$ cat src/rtl/display7seg_pkg.sv
// Shared types, segment encodings and the hex decoder for the 7-segment mux.
package display7seg_pkg;

  typedef logic [6:0] seg_t;  // {g,f,e,d,c,b,a}, active-low

  localparam seg_t SEG_0     = 7'b1000000;
  localparam seg_t SEG_1     = 7'b1111001;
  localparam seg_t SEG_2     = 7'b0100100;
  localparam seg_t SEG_3     = 7'b0110000;
  localparam seg_t SEG_4     = 7'b0011001;
  localparam seg_t SEG_5     = 7'b0010010;
  localparam seg_t SEG_6     = 7'b0000010;
  localparam seg_t SEG_7     = 7'b1111000;
  localparam seg_t SEG_8     = 7'b0000000;
  localparam seg_t SEG_9     = 7'b0011000;
  localparam seg_t SEG_A     = 7'b0001000;
  localparam seg_t SEG_B     = 7'b0000011;
  localparam seg_t SEG_C     = 7'b1000110;
  localparam seg_t SEG_D     = 7'b0100001;
  localparam seg_t SEG_E     = 7'b0000110;
  localparam seg_t SEG_F     = 7'b0001110;
  localparam seg_t SEG_BLANK = 7'b1111111;

  function automatic seg_t hex_to_seg(input logic [3:0] nib);
    seg_t seg;
    case (nib)
      4'h0:    seg = SEG_0;
      4'h1:    seg = SEG_1;
      4'h2:    seg = SEG_2;
      4'h3:    seg = SEG_3;
      4'h4:    seg = SEG_4;
      4'h5:    seg = SEG_5;
      4'h6:    seg = SEG_6;
      4'h7:    seg = SEG_7;
      4'h8:    seg = SEG_8;
      4'h9:    seg = SEG_9;
      4'ha:    seg = SEG_A;
      4'hb:    seg = SEG_B;
      4'hc:    seg = SEG_C;
      4'hd:    seg = SEG_D;
      4'he:    seg = SEG_E;
      default: seg = SEG_F;
    endcase
    return seg;
  endfunction

endpackage

$ cat src/rtl/display7seg_if.sv
// Update bus from the value producer: load strobe, display fields and pending flag.
interface display7seg_if #(
  parameter int unsigned DIGITS = 4
) ();
  logic                  load_i;
  logic [4*DIGITS-1:0]   value_i;
  logic [DIGITS-1:0]     dp_i;
  logic [DIGITS-1:0]     blink_i;
  logic                  lzs_i;
  logic                  pending_o;

  modport master (output load_i, value_i, dp_i, blink_i, lzs_i, input pending_o);
  modport slave  (input load_i, value_i, dp_i, blink_i, lzs_i, output pending_o);
endinterface

$ cat src/rtl/display7seg_scan.sv
// Slot/digit/frame timebase and blink phase. Outputs describe the state being entered at the
// next edge, so pin registers fed from them line up with the scan state.
module display7seg_scan
  import display7seg_pkg::*;
#(
  parameter int unsigned DIGITS       = 4,
  parameter int unsigned REFRESH_DIV  = 50000,
  parameter int unsigned BLINK_FRAMES = 64,
  localparam int unsigned IdxW  = (DIGITS > 1) ? $clog2(DIGITS) : 1,
  localparam int unsigned SlotW = $clog2(REFRESH_DIV),
  localparam int unsigned FrmW  = (BLINK_FRAMES > 1) ? $clog2(BLINK_FRAMES) : 1
) (
  input  logic            clk,
  input  logic            rst_n,
  output logic [IdxW-1:0] idx_o,
  output logic            slot_first_o,
  output logic            frame_end_o,
  output logic            blink_phase_o
);

  logic [SlotW-1:0] r_slot, w_slot_d;
  logic [IdxW-1:0]  r_idx, w_idx_d;
  logic [FrmW-1:0]  r_frm, w_frm_d;
  logic             r_phase, w_phase_d;
  logic             w_slot_end, w_frame_end;

  always_comb begin
    w_slot_end  = (r_slot == SlotW'(REFRESH_DIV - 1));
    w_frame_end = w_slot_end && (r_idx == IdxW'(DIGITS - 1));
    w_slot_d    = w_slot_end ? '0 : r_slot + SlotW'(1);
    w_idx_d     = r_idx;
    w_frm_d     = r_frm;
    w_phase_d   = r_phase;
    if (w_slot_end) begin
      w_idx_d = w_frame_end ? '0 : r_idx + IdxW'(1);
    end
    if (w_frame_end) begin
      if (r_frm == FrmW'(BLINK_FRAMES - 1)) begin
        w_frm_d   = '0;
        w_phase_d = ~r_phase;
      end else begin
        w_frm_d = r_frm + FrmW'(1);
      end
    end
  end

  always_ff @(posedge clk) begin
    if (!rst_n) begin
      r_slot  <= '0;
      r_idx   <= '0;
      r_frm   <= '0;
      r_phase <= 1'b0;
    end else begin
      r_slot  <= w_slot_d;
      r_idx   <= w_idx_d;
      r_frm   <= w_frm_d;
      r_phase <= w_phase_d;
    end
  end

  assign idx_o         = w_idx_d;
  assign slot_first_o  = (w_slot_d == '0);
  assign frame_end_o   = w_frame_end;
  assign blink_phase_o = w_phase_d;

endmodule

$ cat src/rtl/display7seg_mux.sv
// Time-multiplexed common-anode 7-segment driver with frame-synchronous update, blink,
// decimal points and leading-zero suppression.
module display7seg_mux
  import display7seg_pkg::*;
#(
  parameter int unsigned DIGITS       = 4,
  parameter int unsigned REFRESH_DIV  = 50000,
  parameter int unsigned BLINK_FRAMES = 64
) (
  input  logic              clk,
  input  logic              rst_n,
  display7seg_if.slave      upd,
  output seg_t              seg_o,
  output logic              dp_n_o,
  output logic [DIGITS-1:0] an_o
);

  localparam int unsigned IdxW = (DIGITS > 1) ? $clog2(DIGITS) : 1;

  logic [IdxW-1:0] w_idx;
  logic            w_slot_first, w_frame_end, w_blink_phase;

  display7seg_scan #(
    .DIGITS      (DIGITS),
    .REFRESH_DIV (REFRESH_DIV),
    .BLINK_FRAMES(BLINK_FRAMES)
  ) u_scan (
    .clk          (clk),
    .rst_n        (rst_n),
    .idx_o        (w_idx),
    .slot_first_o (w_slot_first),
    .frame_end_o  (w_frame_end),
    .blink_phase_o(w_blink_phase)
  );

  logic [4*DIGITS-1:0] r_pval, r_aval, w_pval_d, w_aval_d;
  logic [DIGITS-1:0]   r_pdp, r_adp, w_pdp_d, w_adp_d;
  logic [DIGITS-1:0]   r_pblk, r_ablk, w_pblk_d, w_ablk_d;
  logic                r_plzs, r_alzs, w_plzs_d, w_alzs_d;
  logic                r_pending, w_pending_d;

  // A load coinciding with the frame boundary bypasses pending and wins over it.
  always_comb begin
    w_pval_d = r_pval;  w_pdp_d = r_pdp;  w_pblk_d = r_pblk;  w_plzs_d = r_plzs;
    w_aval_d = r_aval;  w_adp_d = r_adp;  w_ablk_d = r_ablk;  w_alzs_d = r_alzs;
    w_pending_d = r_pending;
    if (w_frame_end && upd.load_i) begin
      w_aval_d = upd.value_i;  w_adp_d = upd.dp_i;
      w_ablk_d = upd.blink_i;  w_alzs_d = upd.lzs_i;
      w_pending_d = 1'b0;
    end else if (w_frame_end && r_pending) begin
      w_aval_d = r_pval;  w_adp_d = r_pdp;  w_ablk_d = r_pblk;  w_alzs_d = r_plzs;
      w_pending_d = 1'b0;
    end else if (upd.load_i) begin
      w_pval_d = upd.value_i;  w_pdp_d = upd.dp_i;
      w_pblk_d = upd.blink_i;  w_plzs_d = upd.lzs_i;
      w_pending_d = 1'b1;
    end
  end

  logic [DIGITS-1:0] w_zero_hi;
  logic [3:0]        w_nib;
  logic              w_lz_blank, w_bl_blank, w_dp_n_d;
  seg_t              w_seg_d;
  logic [DIGITS-1:0] w_an_d;

  always_comb begin
    logic z;
    z         = 1'b1;
    w_zero_hi = '0;
    // w_zero_hi[k]: nibble k and every nibble above it are zero
    for (int k = int'(DIGITS) - 1; k >= 0; k--) begin
      z            = z & (w_aval_d[4*k +: 4] == 4'h0);
      w_zero_hi[k] = z;
    end
    w_nib      = w_aval_d[{w_idx, 2'b00} +: 4];
    w_lz_blank = w_alzs_d && (w_idx != '0) && w_zero_hi[w_idx];
    w_bl_blank = w_blink_phase && w_ablk_d[w_idx];
    w_seg_d    = (w_lz_blank || w_bl_blank) ? SEG_BLANK : hex_to_seg(w_nib);
    w_dp_n_d   = ~(w_adp_d[w_idx] & ~w_bl_blank);
    w_an_d     = w_slot_first ? '1 : ~(DIGITS'(1) << w_idx);
  end

  always_ff @(posedge clk) begin
    if (!rst_n) begin
      r_pval <= '0;  r_pdp <= '0;  r_pblk <= '0;  r_plzs <= 1'b0;
      r_aval <= '0;  r_adp <= '0;  r_ablk <= '0;  r_alzs <= 1'b0;
      r_pending <= 1'b0;
      seg_o     <= SEG_BLANK;
      dp_n_o    <= 1'b1;
      an_o      <= '1;
    end else begin
      r_pval <= w_pval_d;  r_pdp <= w_pdp_d;  r_pblk <= w_pblk_d;  r_plzs <= w_plzs_d;
      r_aval <= w_aval_d;  r_adp <= w_adp_d;  r_ablk <= w_ablk_d;  r_alzs <= w_alzs_d;
      r_pending <= w_pending_d;
      seg_o     <= w_seg_d;
      dp_n_o    <= w_dp_n_d;
      an_o      <= w_an_d;
    end
  end

  assign upd.pending_o = r_pending;

endmodule
$ cat src/flat_wrapper.sv
// flat-port wrapper written by rule: the top's interface ports become plain ports
module display7seg_mux_flat import display7seg_pkg::*;
#(
  parameter int unsigned DIGITS       = 4,
  parameter int unsigned REFRESH_DIV  = 50000,
  parameter int unsigned BLINK_FRAMES = 64
)
  (clk, rst_n, seg_o, dp_n_o, an_o, upd_load_i, upd_value_i, upd_dp_i, upd_blink_i, upd_lzs_i, upd_pending_o);
  display7seg_if #(.DIGITS(DIGITS)) upd_i ();
  input  logic clk;
  input  logic rst_n;
  output seg_t seg_o;
  output logic dp_n_o;
  output logic [DIGITS-1:0] an_o;
  input wire logic [$bits(upd_i.load_i)-1:0] upd_load_i;
  input wire logic [$bits(upd_i.value_i)-1:0] upd_value_i;
  input wire logic [$bits(upd_i.dp_i)-1:0] upd_dp_i;
  input wire logic [$bits(upd_i.blink_i)-1:0] upd_blink_i;
  input wire logic [$bits(upd_i.lzs_i)-1:0] upd_lzs_i;
  output wire logic [$bits(upd_i.pending_o)-1:0] upd_pending_o;
  assign upd_i.load_i = upd_load_i;
  assign upd_i.value_i = upd_value_i;
  assign upd_i.dp_i = upd_dp_i;
  assign upd_i.blink_i = upd_blink_i;
  assign upd_i.lzs_i = upd_lzs_i;
  assign upd_pending_o = upd_i.pending_o;
  display7seg_mux #(.DIGITS(DIGITS), .REFRESH_DIV(REFRESH_DIV), .BLINK_FRAMES(BLINK_FRAMES)) u_core (.clk(clk), .rst_n(rst_n), .upd(upd_i), .seg_o(seg_o), .dp_n_o(dp_n_o), .an_o(an_o));
endmodule
$ cat config.mk
export PLATFORM = sky130hd
export DESIGN_NAME = display7seg_mux_flat
export DESIGN_NICKNAME = d
export VERILOG_FILES = /design/src/rtl/display7seg_pkg.sv /design/src/rtl/display7seg_if.sv /design/src/rtl/display7seg_scan.sv /design/src/rtl/display7seg_mux.sv /design/src/flat_wrapper.sv
export SDC_FILE = /design/constraint.sdc
export NUM_CORES = 1
export LEC_CHECK = 0
export ABC_CLOCK_PERIOD_IN_PS = 6400
export BUFFER_PORTS_ARGS = -buffer_cell sky130_fd_sc_hd__buf_2
export CAP_MARGIN = 20
export CORE_ASPECT_RATIO = 0.9
export CORE_MARGIN = 5
export CORE_UTILIZATION = 60
export CTS_CLUSTER_SIZE = 12
export DETAILED_ROUTE_END_ITERATION = 10
export GPL_TIMING_DRIVEN = 0
export HOLD_SLACK_MARGIN = 0.08
export MAX_ROUTING_LAYER = met4
export PLACE_DENSITY = 0.9
export REMOVE_ABC_BUFFERS = 1
export SETUP_SLACK_MARGIN = 0.2
export SYNTH_ARGS = -nofsm -noshare
export SYNTH_HDL_FRONTEND = slang
export SYNTH_SLANG_ARGS = --single-unit
$ cat constraint.sdc
create_clock -name clk -period 6.4 [get_ports clk]
set_clock_uncertainty 0.15 [all_clocks]
set_input_delay 0.32 -clock clk [delete_from_list [all_inputs] [get_ports clk]]
set_output_delay 0.32 -clock clk [all_outputs]
set_load 0.02 [all_outputs]
==> impl_results.md, run 1 <==
* Average detailed-routed wire length per instance at between 15 and 20 um
* CTS tree: done
* Type of the worst setup path: reg2reg
* Register-to-Register Path Depth at 13
* Number of cell rows at 29
* Main flop type after synthesis: sky130_fd_sc_hd__dfxtp_1
* Compound-gate portion of the synthesized area at between 10% and 20%
* Category of the worst setup path launch point: flip-flop
* Setup TNS Final at 0 ns
* Largest stage delay on the critical path at ~0.91 ns
* Total detailed-routing wirelength at between 10,000 and 15,000 um
* Drt via density at about 6.4
* Yosys Warn Count at 0
* Number of port buffers at 40
* Time the worst path needs with I/O delays and setup at approximately 4.7 ns
* CP top delay family: simple AND/OR/NAND/NOR gates
* Worst min path class: in2reg
* Detailed-route via count at 4,260
* Remaining DRCs at 0
* Highest clock frequency the design can meet at 212.7 MHz
* Hold path cells at 2
* Crit path cell chain: or4b_4 > nor4_4 > buf_6 > buf_6 > a32oi_1 > nand3_1 > nand2_1 > a31oi_1 > inv_1 > ha_1 > mux2_2 > o22ai_1 > o21ai_1
* Count of unique library cells instantiated by Yosys at 53
* Detailed-routing iteration count for the pre-antenna-repair pass at 5
* Synth Area in Adders at between 2 and 2.5%
* Max transition margin at 30.40%
* P per Cell Area at about 220 mW/mm2
* RSZ-0062 raised after global routing: false
* Post-CTS clock slew at the launch and capture registers of the worst setup and hold paths at 0.09 ns
* Total clock sinks at 88
* Setup-failing EPs final at 0
* Period Utilization, post-route at between 70 and 80%
* Sum of overflow across all layers after global routing at 0
* Core region area at ~0.007 mm2
* Overall die area at 0.008848 mm2
* Overall fraction of global-route tracks in use at between 20 and 30%
* Antenna violations before repair at 0
* Async set-or-reset flop fraction in the synthesized netlist at 0%
* Final nets at 601
* Pins Over Slew Limit at 0
* # diodes at 0
* Peak supply drop at 260.8 uV
* Floorplan die height at 89.74 um
* Initial Utilization at 60.85%
* Part of the Yosys area used for sequential elements at 41.56%
* CP endpoint kind: flip-flop
* Placed wire-length estimate at 7144 um
* Antenna-violating nets left at 0
* Flops & latches, synth at 88
* Multiplexer share of the synthesized area at 2.863%
* DIE WIDTH at a little under 100 um
* Setup slack of the worst register-to-register path at 1.70 ns
* Worst Path Arrival at 4.80 ns
* Vias in the first global route at 3,980
* Count of buffer and inverter cells on the critical path at 3
* Top Ports at ~40
* Wire length of the first global-routing pass at between 15,000 and 20,000 um
* Post-synthesis to final-layout area growth at 17.06%
* Clock root buffer master: sky130_fd_sc_hd__clkbuf_8
* Share of post-route cells with drive strength above 1 at ~14%
* Share of synthesized cell area in and, or, nand and nor gates at 25.89%
* Avg Synthesized Cell Area at a little over 8 um2
* Static leakage at 1.874 nW
* CP max FO at 19
* Largest family of logic cells by synthesized area: simple AND/OR/NAND/NOR gates
* Max-cap viol count at 0
* Most Frequent Cell on Critical Path: sky130_fd_sc_hd__buf_6
* Number of buffers created by CTS at 9
* Number of hold violations in the final report at 0
* Number of DRC markers after the initial detailed-route iteration at between 500 and 600
* Clock Path Buffers at 2
* CP required at around 6.5 ns
* Result of the run: finished clean
* Cell depth of the worst setup path at 13
* Number of enable-type register cells in the synthesized netlist at 0
* Measured slew at the worst slew-check pin at 1.036 ns
* Fraction of synthesized cell area in xor and xnor cells at under 10%
* Worst path slowest cell: sky130_fd_sc_hd__nor4_4
* Final GP Congestion at 0.8603
* Maximum number of pins on one net before global-route repair at 62
* Resized Gates After CTS at 0
* Htree depth at 3
* Clock network latency to the later pin of the worst-skew pair at between 0.3 and 0.4 ns
* Hold slack final at 0.1766 ns
* Cells after synthesis at 518
* Post-synthesis instance area at about 0.0042 mm2
-- per-stage QoR --
step / setup WS, ns / std cells / power (mW) / area [um2] / utilization, %
after floorplan: 2.120 / 485 / 0.6152 / 4101 / -
after global placement: 1.413 / 618 / 0.6426 / 4418 / 63.42
after detailed placement: 1.833 / 622 / 0.6482 / 4486 / 64.39
after CTS: 1.743 / 660 / 1.074 / 4935 / 70.83
after global routing: 1.472 / 663 / 1.111 / 4962 / 71.23
final: 1.698 / 663 / 1.078 / 4962 / 71.23
-- cells in the final DEF, fill, tap and decap left out, types with 3 or more instances in the layout --
master,n
sky130_fd_sc_hd__nor4_1,4
sky130_fd_sc_hd__a32oi_1,18
sky130_fd_sc_hd__ha_1,7
sky130_fd_sc_hd__nand2_1,93
sky130_fd_sc_hd__inv_1,4
sky130_fd_sc_hd__a21oi_1,38
sky130_fd_sc_hd__dlygate4sd3_1,25
sky130_fd_sc_hd__nor3_1,10
sky130_fd_sc_hd__o221ai_1,4
sky130_fd_sc_hd__xnor2_1,14
sky130_fd_sc_hd__clkbuf_8,10
sky130_fd_sc_hd__a21o_1,4
sky130_fd_sc_hd__nor2_1,42
sky130_fd_sc_hd__xor2_1,9
sky130_fd_sc_hd__dfxtp_1,88
sky130_fd_sc_hd__buf_6,3
sky130_fd_sc_hd__o22ai_1,12
sky130_fd_sc_hd__nor2_2,4
sky130_fd_sc_hd__nand4_1,7
sky130_fd_sc_hd__a31oi_1,23
sky130_fd_sc_hd__mux2i_1,8
sky130_fd_sc_hd__o21ai_0,3
sky130_fd_sc_hd__and3_1,6
sky130_fd_sc_hd__buf_2,40
sky130_fd_sc_hd__nand3_1,47
-- cells by family after synthesis --
kind of cell               Yosys count
and+or+nand+nor                    230
DFF                                 88
adders and majority gates            7
muxes                               11
AOI/OAI and AO/OA                  119
buffers and inverters               40
xor gates and xnor gates            23
-- sequential cells by signal, indices dropped and copies added, names as in the netlist --
register and count:
u_core.u_scan.r_slot 16, u_core.r_pval 16, u_core.r_aval 16, u_core.r_plzs 1, u_core.r_pdp 4, u_core.u_scan.r_phase 1, u_core.r_pblk 4, u_core.upd.pending_o 1
u_core.dp_n_o 1, u_core.u_scan.r_idx 2, u_core.seg_o 7, u_core.r_adp 4, u_core.an_o 4, u_core.u_scan.r_frm 6, u_core.r_alzs 1, u_core.r_ablk 4
-- worst register-to-register path, stage by stage (launching register included) --
cell                      delay [ns]
sky130_fd_sc_hd__dfxtp_1        0.38
sky130_fd_sc_hd__or4b_4         0.62
sky130_fd_sc_hd__nor4_4         0.91
sky130_fd_sc_hd__buf_6          0.27
sky130_fd_sc_hd__buf_6          0.20
sky130_fd_sc_hd__a32oi_1        0.16
sky130_fd_sc_hd__nand3_1        0.20
sky130_fd_sc_hd__nand2_1        0.07
sky130_fd_sc_hd__a31oi_1        0.50
sky130_fd_sc_hd__inv_1          0.15
sky130_fd_sc_hd__ha_1           0.41
sky130_fd_sc_hd__mux2_2         0.36
sky130_fd_sc_hd__o22ai_1        0.13
sky130_fd_sc_hd__o21ai_1        0.08
-- timing repair --
item                      in CTS  in global routing
hold buffers                  23                  2
setup buffers                  0                  0
hold endpoints to repair      23                  2
-- power by group --
group / leakage, nW / internal, mW / total [mW] / switching [mW]
Clock: 0.108 / 0.228 / 0.428 / 0.200
Combinational: 1.05 / 0.0330 / 0.0807 / 0.0478
Sequential: 0.717 / 0.560 / 0.569 / 0.00875
-- cell type report --
| type | count | area (um2) |
|---|---|---|
| clock inverters | 5 | 81.33 |
| multi-input cells | 390 | 2318 |
| inverters | 7 | 27.53 |
| flip-flops and latches | 88 | 1762 |
| clock buffers | 10 | 137.6 |
| fillers | 514 | 2004 |
| repair buffers | 70 | 519.2 |
| well taps | 93 | 116.4 |
-- synth_stat cells (6+ instances only) --
cell type	n	share of area, %
sky130_fd_sc_hd__nand4_1	7	1.0
sky130_fd_sc_hd__clkbuf_1	28	2.5
sky130_fd_sc_hd__dfxtp_1	88	42
sky130_fd_sc_hd__xnor2_1	14	2.9
sky130_fd_sc_hd__and3_1	6	0.89
sky130_fd_sc_hd__nand2_1	93	8.2
sky130_fd_sc_hd__a21oi_1	38	4.5
sky130_fd_sc_hd__ha_1	7	2.1
sky130_fd_sc_hd__xor2_1	9	1.9
sky130_fd_sc_hd__mux2i_1	8	1.9
sky130_fd_sc_hd__a32oi_1	18	3.7
sky130_fd_sc_hd__nor3_1	10	1.2
sky130_fd_sc_hd__o22ai_1	12	1.8
sky130_fd_sc_hd__nor2_1	44	3.9
sky130_fd_sc_hd__a31oi_1	23	3.4
sky130_fd_sc_hd__nand3_1	47	5.5
-- layer usage --
layer  GRT usage [%]  wire length (um)
met5               -                 0
met4           9.784               323
met3           6.502               930
met2           40.26              5525
met1           30.65              4583
-- path summary, 6_finish.rpt --
check	from	to
setup / recovery	u_core.u_scan.r_slot[5]$_SDFF_PN0_	u_core.seg_o[3]$_SDFF_PP1_
hold / removal	rst_n	u_core.r_adp[0]$_SDFF_PN0_
setup reg to reg	u_core.u_scan.r_slot[5]$_SDFF_PN0_	u_core.seg_o[3]$_SDFF_PP1_
hold reg to reg	u_core.r_pval[13]$_SDFFE_PN0P_	u_core.r_pval[13]$_SDFFE_PN0P_
Power figures use the tool's default switching activity.
==> run 2: changes to the inputs <==
ABC_AREA = 1   (was not set)
ABC_CLOCK_PERIOD_IN_PS = 3820   (was 6400)
CORE_UTILIZATION = 54   (was 60)
PLACE_DENSITY = 0.85   (was 0.9)
clock period = 3.82 ns   (was 6.4 ns; I/O delays follow)
==> run 2 against run 1 <==
  * Worst hold slack better by 0.018 ns
  * Power is 55% higher
  * Critical path depth is 1 higher
  * Synthesized cell count is 29% higher
  * Global-route usage is 2.5 points lower
  * Utilization is 7.2 points lower
  * Register-to-register slack worse by 1.3 ns
  * First-iteration DRC count is 19% lower
  * Critical path type unchanged
  * Largest cell class unchanged
==> impl_results.md, run 2 <==
* Layout filler cell count at 665 (+29%)
* Clock network latency to the later pin of the worst-skew pair at 0.36 ns (about the same)
* Overall die area at 0.01033 mm2 (+17%)
* Number of enable-type register cells in the synthesized netlist at 0 (unchanged)
* Measured slew at the worst slew-check pin at 1.145 ns (+0.1085 ns)
* Top cells by area in the synthesized netlist: sky130_fd_sc_hd__dfxtp_1 (39%), sky130_fd_sc_hd__nand2_1 (12%), sky130_fd_sc_hd__nand3_1 (8.5%), sky130_fd_sc_hd__nor2_1 (7.4%), sky130_fd_sc_hd__inv_1 (5.1%)
* Final nets at 756 (+26%)
* Wire length of the first global-routing pass at 19,030 um (+4.9%)
* Vias in the first global route at 4,127 (+3.7%)
* Total clock sinks at 88 (unchanged)
* Period Utilization, post-route at 88.41% (+15 points)
* Dominant cell by count in the synthesized netlist: sky130_fd_sc_hd__nand2_1
* DIE WIDTH at 106.6 um (+8.1%)
* Count of unique library cells instantiated by Yosys at 30 (-43%)
* Core occupancy in the finished layout at 64.07% (-7.2 points)
* Detailed-route via count at 4,453 (+4.5%)
* Switch share at 24.42% (+0.64 points)
* # diodes at 0 (unchanged)
* Pins Over Slew Limit at 0 (unchanged)
* Static leakage at 2.288 nW (+22%)
* Number of hold violations in the final report at 0 (unchanged)
* Async set-or-reset flop fraction in the synthesized netlist at 0% (unchanged)
* Number of buffers created by CTS at 9 (unchanged)
* Worst Path Arrival at 3.48 ns (-1.32 ns)
* Max transition margin at 23.58% (-6.8 points)
* Initial Utilization at 55.92% (-4.9 points)
* Peak supply drop at 197.2 uV (-24%)
* Category of the worst setup path launch point: flip-flop
* Top Ports at 41 (unchanged)
* Post-synthesis to final-layout area growth at 14.57%
* Antenna violations before repair at 0 (unchanged)
* Cells after synthesis at 669 (+29%)
* Met3 wirelength from detailed routing at 656 um (-29%)
* Flops & latches, synth at 88 (unchanged)
* Average detailed-routed wire length per instance at 13.58 um (-21%)
* Storage element area at 0.001762 mm2 (unchanged)
* Number of DRC markers after the initial detailed-route iteration at 414 (-19%)
* Max-cap viol count at 0 (unchanged)
* Share of post-route cells with drive strength above 1 at 14.74% (+0.53 points)
* Part of the power in registers at 57.4% (+4.6 points)
* Detailed-routing iteration count for the pre-antenna-repair pass at 5 (unchanged)
* Most numerous cell types in the synthesized netlist: sky130_fd_sc_hd__nand2_1 (145), sky130_fd_sc_hd__nor2_1 (89), sky130_fd_sc_hd__dfxtp_1 (88)
* CP endpoint kind: flip-flop
* Highest clock frequency the design can meet at 296.1 MHz (+39%)
* Internal power contribution at 1.265 mW (+54%)
* CP max FO at 27 (+8)
* Antenna-violating nets left at 0 (unchanged)
* Number of cell rows at 31 (+6.9%)
* RSZ-0062 raised after global routing: false
* Cell type contributing the most total cell area after synthesis: sky130_fd_sc_hd__dfxtp_1
* Max Used Layer: met4
* Core region area at 0.008107 mm2 (+16%)
* Switching power at 408.8 uW (+59%)
* Clock root buffer master: sky130_fd_sc_hd__clkbuf_8
* Result of the run: finished clean
* Type of the worst setup path: reg2reg
* Drt via density at 5.398 (-16%)
* Placed wire-length estimate at 7604 um (+6.4%)
* Area share of the leading cell type in the synthesized netlist at 38.86% (-2.7 points)
* Main flop type after synthesis: sky130_fd_sc_hd__dfxtp_1
* Floorplan die height at 96.92 um (+8.0%)
* Yosys Warn Count at 0 (unchanged)
* Clock Path Buffers at 2 (unchanged)
* Time the worst path needs with I/O delays and setup at 3.377 ns (-1.325 ns)
* Wire length on met1 at 4964 um (+8.3%)
* P per Cell Area at 322.3 mW/mm2 (+48%)
* Post-synthesis instance area at 0.004533 mm2 (+6.9%)
* Area of the multi-input gates at 0.002386 mm2 (+2.9%)
* Most common cell after layout, fill and taps aside: sky130_fd_sc_hd__nand2_1
* Comb pwr share at 6.9% (-0.6 points)
* Setup-failing EPs final at 0 (unchanged)
* Final GP Congestion at 0.9156 (+6.4%)
* Overall fraction of global-route tracks in use at 22.70% (-2.5 points)
* PnR Total Power at 1.674 mW (+55%)
* Avg Synthesized Cell Area at 6.776 um2 (-17%)
* Htree depth at 3 (unchanged)
* Part of the Yosys area used for sequential elements at 38.86% (-2.7 points)
* Number of port buffers at 40 (unchanged)
* CP required at 3.92 ns (-2.58 ns)
* Post-CTS clock slew at the launch and capture registers of the worst setup and hold paths at 0.09 ns (about the same)
* Worst min path class: in2reg
* Sum of overflow across all layers after global routing at 0 (unchanged)
* Clk pwr share at 35.7% (-4.0 points)
* Setup TNS Final at 0 ns (unchanged)
* Remaining DRCs at 0 (unchanged)
* CTS tree: done
* Met2 wire length at 5359 um (-3.0%)
* Leading cell types in the layout, fill and taps excluded: sky130_fd_sc_hd__nand2_1 (144), sky130_fd_sc_hd__nor2_1 (89), sky130_fd_sc_hd__dfxtp_1 (88)
* Total detailed-routing wirelength at 11,210 um (-1.4%)
* Registers with the most flip-flops: u_core.r_aval (16), u_core.r_pval (16), u_core.u_scan.r_slot (16)
* Maximum number of pins on one net before global-route repair at 47 (-24%)
-- run 2: worst max-delay path: stages (launching register included) --
cell and delay, ns:
sky130_fd_sc_hd__dfxtp_1 0.37, sky130_fd_sc_hd__ha_2 0.45, sky130_fd_sc_hd__inv_1 0.19, sky130_fd_sc_hd__nor2_4 0.35, sky130_fd_sc_hd__nand2_4 0.25, sky130_fd_sc_hd__or2_2 0.35, sky130_fd_sc_hd__nand3_1 0.11, sky130_fd_sc_hd__nand2_1 0.10
sky130_fd_sc_hd__nor2_2 0.23, sky130_fd_sc_hd__inv_1 0.12, sky130_fd_sc_hd__ha_1 0.25, sky130_fd_sc_hd__nand3_1 0.09, sky130_fd_sc_hd__nand2_1 0.06, sky130_fd_sc_hd__nor2_1 0.13, sky130_fd_sc_hd__nand2_1 0.06
-- run 2: through the flow --
step	setup WS (ns)	instance area (um2)	hold slack, ns	std cells
2_1_floorplan	0.9254	4415	0.1255	644
3_5_place_dp	0.1207	4740	0.2975	783
3_3_place_gp	0.1990	4740	0.2865	783
6_report	0.4426	5194	0.1950	825
4_1_cts	0.2211	5181	0.1749	825
5_1_grt	0.2352	5194	0.1952	825
-- run 2: final cells by class --
| type | count | share of cell area [%] |
|---|---|---|
| Clock inverter | 2 | 0.2650 |
| Sequential cell | 88 | 33.92 |
| Inverter | 76 | 5.493 |
| Timing Repair Buffer | 66 | 8.865 |
| Multi-Input combinational cell | 480 | 45.94 |
| Tap cell | 99 | 2.385 |
| Clock buffer | 14 | 3.132 |
-- run 2: per-layer routing --
metal	vias up	GRT usage (%)
li1	2257	-
met1	2022	29.30
met2	151	36.35
met3	23	3.462
met4	0	7.670
met5	-	-
-- run 2: worst paths after layout --
path                                startpoint                            to  slack, ns  cells past startpoint
min reg2reg       u_core.r_pdp[0]$_SDFFE_PN0P_  u_core.r_pdp[0]$_SDFFE_PN0P_       0.31                      2
max reg2reg  u_core.u_scan.r_idx[0]$_SDFF_PN0_    u_core.seg_o[3]$_SDFF_PP1_       0.44                     14
max          u_core.u_scan.r_idx[0]$_SDFF_PN0_    u_core.seg_o[3]$_SDFF_PP1_       0.44                     14
min                                      rst_n     u_core.an_o[1]$_SDFF_PP1_       0.19                      2
-- run 2: kinds of logic after synthesis --
family / Yosys count / synth area share [%]
adder cells (fa/ha/maj): 7 / 1.932
XOR/XNOR: 5 / 0.9660
buffers and inverters: 101 / 8.887
AO/OA/AOI/OAI: 77 / 8.777
flip-flops: 88 / 38.86
AND/OR/NAND/NOR: 391 / 40.57
-- run 2: power groups by stage --
| stage | sequential [mW] | clock, mW | combinational [mW] |
|---|---|---|---|
| 5_1_grt | 0.965 | 0.644 | 0.130 |
| 3_5_place_dp | 0.981 | 0 | 0.0939 |
| 3_3_place_gp | 0.980 | 0 | 0.0905 |
| 6_report | 0.960 | 0.597 | 0.116 |
| 2_1_floorplan | 0.984 | 0 | 0.0458 |
| 4_1_cts | 0.960 | 0.601 | 0.115 |
-- run 2: what timing repair did --
item                                    4_1_cts  5_1_grt
endpoints found under the hold margin        49        0
endpoints found under the setup margin        4       21
hold buffers                                 26        0
buffers inserted                              0        0
gates resized for setup                       1        3
